`src/rtl/flash_burst_sequencer.sv`:
```
// Splits flash-space CPU transfers into 16-bit word cycles with one FL_TSn strobe per word.
// Latency: read word period 5 clocks, writes +1 per beat; gates write beats on FLASH_RDY, times out to TEA.
module flash_burst_sequencer #(
  parameter int RDY_TIMEOUT = 40000,
  parameter int ACK_TIMEOUT = 15
) (
  input  logic        CLK40,
  input  logic        RESET,
  input  logic        TSn,
  input  logic        RnW,
  input  logic [1:0]  SIZ,
  input  logic [23:1] A,
  input  logic        FLASH_SPACE,
  input  logic        FLASH_RDY,
  input  logic        FLASH_TACK,
  output logic        FL_TSn,
  output logic        FL_RnW,
  output logic [23:1] FL_A,
  output logic        CPU_TACK,
  output logic        CPU_TEA
);

  localparam logic [1:0] SIZ_LONG = 2'b00;
  localparam logic [1:0] SIZ_LINE = 2'b11;
  localparam int RDY_W = $clog2(RDY_TIMEOUT + 1);
  localparam int ACK_W = $clog2(ACK_TIMEOUT + 1);
  localparam logic [RDY_W-1:0] RDY_LAST = RDY_W'(RDY_TIMEOUT - 1);
  localparam logic [ACK_W-1:0] ACK_LAST = ACK_W'(ACK_TIMEOUT - 1);

  typedef enum logic [2:0] {
    IDLE, RDYWAIT, START, WAIT_ACK, GAP1, GAP2, ERR
  } state_t;

  state_t            state_q, state_d;
  logic [23:1]       a_lat;
  logic              rnw_lat;
  logic [1:0]        siz_lat;
  logic [2:0]        beat;
  logic [RDY_W-1:0]  rdy_cnt;
  logic [ACK_W-1:0]  ack_cnt;

  logic              cpu_req, line_write, last_beat, lw_end;
  logic              rdy_expire, ack_expire, tack_set, tea_set;
  logic [23:1]       addr_src;
  logic [1:0]        siz_src;
  logic              rnw_src;
  logic [2:0]        beat_src;

  // Line beats wrap the longword index modulo 4; bit 1 picks hi (0) then lo (1) word.
  function automatic logic [23:1] beat_addr(input logic [23:1] base,
                                            input logic [1:0]  siz,
                                            input logic [2:0]  b);
    logic [1:0] lw;
    beat_addr = base;
    lw = base[3:2] + b[2:1];
    case (siz)
      SIZ_LONG: beat_addr[1] = b[0];
      SIZ_LINE: begin
        beat_addr[3:2] = lw;
        beat_addr[1]   = b[0];
      end
      default: ;
    endcase
  endfunction

  always_comb begin
    cpu_req    = !TSn && FLASH_SPACE;
    line_write = !RnW && (SIZ == SIZ_LINE);
    case (siz_lat)
      SIZ_LONG: last_beat = (beat == 3'd1);
      SIZ_LINE: last_beat = (beat == 3'd7);
      default:  last_beat = 1'b1;
    endcase
    lw_end     = ((siz_lat == SIZ_LONG) || (siz_lat == SIZ_LINE)) ? beat[0] : 1'b1;
    rdy_expire = !FLASH_RDY && (rdy_cnt == RDY_LAST);
    ack_expire = !FLASH_TACK && (ack_cnt == ACK_LAST);
    // A read launches straight out of IDLE, before the latches hold the request.
    addr_src   = (state_q == IDLE) ? A    : a_lat;
    siz_src    = (state_q == IDLE) ? SIZ  : siz_lat;
    rnw_src    = (state_q == IDLE) ? RnW  : rnw_lat;
    beat_src   = (state_q == IDLE) ? 3'd0 : beat;
  end

  always_ff @(posedge CLK40) begin
    if (RESET) state_q <= IDLE;
    else       state_q <= state_d;
  end

  always_comb begin
    state_d = state_q;
    case (state_q)
      IDLE: begin
        if (cpu_req) begin
          if (line_write) state_d = ERR;
          else if (!RnW)  state_d = RDYWAIT;
          else            state_d = START;
        end
      end
      RDYWAIT: begin
        if (FLASH_RDY)       state_d = START;
        else if (rdy_expire) state_d = ERR;
      end
      START:    state_d = WAIT_ACK;
      WAIT_ACK: begin
        if (FLASH_TACK)      state_d = last_beat ? IDLE : GAP1;
        else if (ack_expire) state_d = ERR;
      end
      GAP1:     state_d = GAP2;
      GAP2:     state_d = rnw_lat ? START : RDYWAIT;
      ERR:      state_d = IDLE;
      default:  state_d = IDLE;
    endcase
  end

  always_comb begin
    FL_TSn   = (state_q != START);
    tack_set = (state_q == WAIT_ACK) && FLASH_TACK && lw_end;
    tea_set  = (state_q == ERR);
  end

  always_ff @(posedge CLK40) begin
    if (RESET) begin
      FL_RnW   <= 1'b1;
      FL_A     <= '0;
      CPU_TACK <= 1'b0;
      CPU_TEA  <= 1'b0;
      a_lat    <= '0;
      rnw_lat  <= 1'b1;
      siz_lat  <= '0;
      beat     <= '0;
      rdy_cnt  <= '0;
      ack_cnt  <= '0;
    end else begin
      CPU_TACK <= tack_set;
      CPU_TEA  <= tea_set;
      if ((state_q == IDLE) && cpu_req) begin
        a_lat   <= A;
        rnw_lat <= RnW;
        siz_lat <= SIZ;
        beat    <= '0;
      end
      if (state_d == START) begin
        FL_A   <= beat_addr(addr_src, siz_src, beat_src);
        FL_RnW <= rnw_src;
      end
      if ((state_q == WAIT_ACK) && FLASH_TACK) beat <= beat + 3'd1;
      rdy_cnt <= ((state_q == RDYWAIT) && !FLASH_RDY) ? rdy_cnt + 1'b1 : '0;
      ack_cnt <= ((state_q == WAIT_ACK) && !FLASH_TACK) ? ack_cnt + 1'b1 : '0;
    end
  end

endmodule

```
`config.mk`:
```
export PLATFORM = sky130hd
export DESIGN_NAME = flash_burst_sequencer
export DESIGN_NICKNAME = d
export VERILOG_FILES = /design/src/rtl/flash_burst_sequencer.sv
export SDC_FILE = /design/constraint.sdc
export NUM_CORES = 1
export LEC_CHECK = 0
export BUFFER_PORTS_ARGS = -buffer_cell sky130_fd_sc_hd__buf_2
export CORE_MARGIN = 4
export CORE_UTILIZATION = 50
export CTS_CLUSTER_SIZE = 16
export DETAILED_ROUTE_END_ITERATION = 8
export PLACE_DENSITY = 0.79
export SKIP_LAST_GASP = 1
export SYNTH_ARGS = -nofsm -noshare
export SYNTH_HDL_FRONTEND = slang
export SYNTH_SLANG_ARGS = --single-unit
export TNS_END_PERCENT = 1
```
`constraint.sdc`:
```
create_clock -name CLK40 -period 5.8 [get_ports CLK40]
set_clock_uncertainty 0.1 [all_clocks]
set_input_delay 0.29 -clock CLK40 [delete_from_list [all_inputs] [get_ports CLK40]]
set_output_delay 0.29 -clock CLK40 [all_outputs]
set_load 0.05 [all_outputs]
```
## Word-level counts from Yosys, hierarchy flattened

Index checks and enable logic that the tools add are counted.

- $add $sub $neg: 4
- Multiply operators: 0
- Div/mod/pow operators: 0
- $lt $le $gt $ge: 0
- Eq/ne operators: 15
- Shift-type cells: 0
- Muxes and demuxes: 20
- Bitwise gates (word level): 2
- Reductions and logical operators: 21

Operator list:

| operator | count |
|---|---|
| $mux 3 | 10 |
| $mux 23 | 1 |
| $pmux 3 s6 | 1 |
| $add 16x1->16 const B | 1 |
| $eq 16x16->1 const B | 1 |
| $eq 3x3->1 const B | 4 |
| $eq 3x2->1 const B | 3 |
| $logic_and 1x1->1 | 9 |
| $mux 2 | 4 |
| $eq 2x2->1 const B | 3 |
| $eq 3x1->1 const B | 2 |
| $reduce_or 2->1 | 3 |
| $add 4x1->4 const B | 1 |
| $eq 4x4->1 const B | 1 |
| $logic_not 1->1 | 4 |
| $logic_not 2->1 | 2 |
| $add 3x1->3 const B | 1 |
| $logic_not 3->1 | 1 |
| $mux 1 | 3 |
| $ne 3x2->1 const B | 1 |
| $add 2x2->2 | 1 |
| $not 1->1 | 2 |
| $pmux 1 s2 | 1 |
| $reduce_bool 2->1 | 1 |
| $logic_or 1x1->1 | 1 |

- Register bits after elaboration: 78
- Bits in latches: 0
- RAM bits: 0
- Memory bits (read-only): 0
- Output and inout bits: 27
- Word-level logic and storage cells: 73
- Memories: 0

## Depth between registers and ports, before layout

- Depth in word-level cells: 6
- Mapped depth: 11
- Gate-level depth less buffers: 9

## Least setup slack after synthesis

Ideal clock, no wire load.

- Kind: register -> register
- Start: register state_q[2]
- End: register FL_A[3] in the netlist's numbering
- Library setup time: 0.122 ns
- Arrival time: 1.904 ns
- Required time: 5.578 ns
- Path slack: 3.674 ns
- Stages on the path, launching flop included: 11
- Path buffers: 2
- Period minus slack after synthesis: 2.126 ns
- Cells stage by stage: dfxtp_1 or3_4 buf_2 clkbuf_1 and2_1 ha_1 xor2_1 nand2_1 xnor2_1 o21ai_0 mux2i_1

- Cells in the longest elaborated chain, start to end: 4
- Elaborated cells between the ends (all ways): 19
- Classes of those cells: 1 x add/sub; 7 x eq/ne; 10 x mux; 1 x reduce/logical

Ends and longest elaborated chain:

| item | line | source |
|---|---|---|
| start: declaration | 34 | `state_t state_q, state_d;` |
| start signal: assignment | 86 | `else state_q <= state_d;` |
| $logic_not 3->1 (tied with other cells) | n/a |  |
| $mux 23 (tied with other cells) | 78 | `addr_src = (state_q == IDLE) ? A : a_lat;` |
| $add 2x2->2 (tied with other cells) | 55 | `lw = base[3:2] + b[2:1];` |
| $mux 2 / $eq 3x2->1 (equally long branches) | 56, 142 |  |
| end signal: assignment | 143 | `FL_A <= beat_addr(addr_src, siz_src, beat_src);` |
| end: declaration | 18 | `output logic [23:1] FL_A,` |

Parallel ways exist; a longest one is shown, timed or not.
A chain may end at the register's enable or synchronous reset.

## Worst setup path after layout

- Start: register state_q[0]
- End: register FL_A[2] in the netlist's numbering

The elaborated chain is that of the path after synthesis.

==> results.sh <==
export IMPL_grt_pass1_wl_mm=14.18
export IMPL_fmax_mhz=392.9
export IMPL_regToRegSetupSlack_ns=3.25
export IMPL_diodes=0
export IMPL_critPathMaxFanout=22
export IMPL_rsz0062_at_grt="no"
export IMPL_nNetsFinal=522
export IMPL_cts_max_level=3
export IMPL_first_pass_iters=4
export IMPL_mappedNetlistArea_um2=3627
export IMPL_core_um2=6907
export IMPL_startpoint_type="register"
export IMPL_worstMarginPinSlew_ns=1.041
export IMPL_r2r_end="FL_A[2]"
export IMPL_dieHeight_um=93.18
export IMPL_maxSlewViolCount=0
export IMPL_clk_latency_ns=0.35
export IMPL_syn_to_final_growth_pct=12.76
export IMPL_pwr_share_seq_pct=43.6
export IMPL_synth_most_common_cell="nand2_1"
export IMPL_vias_per_cell=5.505
export IMPL_slew_limit_headroom_pct=30.60
export IMPL_initial_utilization_pct=52.52
export IMPL_rr_worst_depth=5
export IMPL_p_total_w=0.001412
export IMPL_multi_input_area_um2=1884
export IMPL_synth_top_cell_area_share_pct=43.05
export IMPL_hp_start="A[6]"
export IMPL_syn_nets=478
export IMPL_power_frac_comb_pct=28.9
export IMPL_cts_tree="built"
export IMPL_ys_warn_count=0
export IMPL_finalWirelength_mm=8.481
export IMPL_cts_buffers=9
export IMPL_dieArea_um2=8682
export IMPL_cts_sinks=78
export IMPL_vias=3215
export IMPL_finalCritPeriodShare_pct=43.89
export IMPL_cp_end_kind="register"
export IMPL_grt_overflow_total=0
export IMPL_status="finished, final reports clean"
export IMPL_ys_top_cells_by_count="126 x nand2_1, 78 x dfxtp_1, 36 x a21oi_1"
export IMPL_intPower_w=0.0008923
export IMPL_num_rows=30
export IMPL_synth_area_top_cells="dfxtp_1 43%, nand2_1 13%, a21oi_1 5.0%, a311oi_1 4.6%, a31oi_1 3.6%"
export IMPL_synth_cells=439
export IMPL_dp_hpwl_mm=5.778
export IMPL_grt_max_degree=57
export IMPL_cts_root_buffer_cell="clkbuf_8"
export IMPL_synth_cell_types=54
export IMPL_cts_resized_gates=0
export IMPL_p_sw_share_pct=36.82
export IMPL_post_cts_repair_setup_buffers=0
export IMPL_portBuffers=58
export IMPL_ios=59
export IMPL_hold_end="a_lat[6]"
export IMPL_async_flop_share_pct=0
export IMPL_ff_latch_area_um2=1562
export IMPL_drc=0
export IMPL_wire_per_inst_um=14.52
export IMPL_nFillCells=624
export IMPL_postRouteAntennaNets=0
export IMPL_clk_path_buf_depth=2
export IMPL_path_class="reg -> reg"
export IMPL_setup_viol=0
export IMPL_tns_ns=0
export IMPL_chipWidth_um=93.18
export IMPL_peakVddDrop_v=0.0002306
export IMPL_groute_usage_overall_pct=20.37
export IMPL_power_density_nw_per_um2=345.3
export IMPL_power_static_leakage_nw=1.572
export IMPL_first_global_vias=3096
export IMPL_place_congestion=0.8771
export IMPL_drt_iter0_drc=233
export IMPL_synth_edff_count=0
export IMPL_ys_flop_type="dfxtp_1"
export IMPL_r2r_start="state_q[0]"
export IMPL_synth_seq_cells=78
export IMPL_clkTransAtPathRegs_ns=0.08
export IMPL_cap_violations=0
export IMPL_required_ns=5.94
export IMPL_hold_class="in -> reg"
export IMPL_clkPwrFrac_pct=27.5
export IMPL_avgSynthCellArea_um2=8.262
export IMPL_synth_top_cell_by_area="dfxtp_1"
export IMPL_yosysSeqAreaShare_pct=43.05
export IMPL_hold_viol_final=0
export IMPL_grt_antenna_before_repair=0
export IMPL_p_sw_w=0.0005200
export IMPL_arrival_ns=2.69
export IMPL_hold_buffers=0
export IMPL_drive_gt1_share_pct=19.47
export IMPL_period_minus_slack_ns=2.545
export IMPL_holdPathStages=3
final cells by class:
type                            count  share of cell area (%)
Multi-Input combinational cell    327                   46.07
Sequential cell                    78                   38.18
Timing Repair Buffer               61                   7.648
Clock buffer                        9                   3.028
Tap cell                           96                   2.937
Clock inverter                      7                   1.591
Inverter                            6                  0.5506
power groups by stage:
stage          Clock [W]  Sequential (W)  Combinational, W
4_1_cts         0.000398        0.000615          0.000409
6_report        0.000389        0.000616          0.000408
2_1_floorplan          0        0.000730          0.000218
5_1_grt         0.000420        0.000621          0.000441
3_5_place_dp           0        0.000626          0.000409
3_3_place_gp           0        0.000625          0.000400
worst max-delay path by stage:
stage               startpoint        to  slack [ns]  cells past startpoint
floorplan           state_q[2]   FL_A[3]        3.67                     10
global placement    state_q[0]   FL_A[2]        3.36                      5
detailed placement  state_q[0]   FL_A[2]        3.31                      5
CTS                 state_q[0]   FL_A[2]        3.27                      5
global route        state_q[0]  FL_A[22]        3.02                      5
finish              state_q[0]   FL_A[2]        3.25                      5
sequential cells by signal, indices dropped and copies added (netlist names), 2 cells and up:
signal   count
rdy_cnt     16
state_q      3
a_lat       23
ack_cnt      4
siz_lat      2
beat         3
FL_A        23
cells in the final DEF (no fill, tap or decap), types with 5 or more instances in the layout:
cell and count:
a31oi_1 21, clkbuf_8 9, dfxtp_1 78, xnor2_1 6, a21oi_1 36, nor2_1 31
buf_2 58, xor2_1 11, nor3_1 5, nand2_1 126, ha_1 7, nand3_1 7
a311oi_1 19, inv_1 6
cell families (layout without fill, tap and decap cells):
logic type      count (synthesis)  in the layout  synth area share [%]
buf+inv                        34             83                 5.001
fa+ha+maj                       7              7                 2.415
simple gates                  202            202                 25.32
mux                             3              3                0.9658
compound gates                 98             98                 19.14
xor+xnor                       17             17                 4.105
flops                          78             78                 43.05
per-stage QoR:
step                worst slack (ns)  std cells  instance area (µm²)  util, %  hold slack (ns)
global route                   3.022        584                 4090    59.22          0.08831
global placement               3.358        568                 3901    56.49           0.3309
finish                         3.255        584                 4090    59.22          0.09043
CTS                            3.274        584                 4090    59.22          0.07307
floorplan                      3.674        439                 3627        -           0.3175
detailed placement             3.314        568                 3901    56.49           0.3400
worst max-delay path, cell delays in order, from the launching register on:
cell and delay (ns):
dfxtp_1 0.54, nand2b_1 0.18, o21bai_1 0.24, a221oi_4 0.87, nand3_4 0.15, o41ai_1 0.36
metal layers:
metal / up-vias / part of all wire, % / GRT usage, %
li1: 1625 / - / -
met2: 75 / 49 / 33.59
met3: 10 / 4.3 / 4.264
met5: - / 0 / 0
met1: 1505 / 45 / 25.73
met4: 0 / 1.6 / 8.791
(Power assumes the default switching activity.)
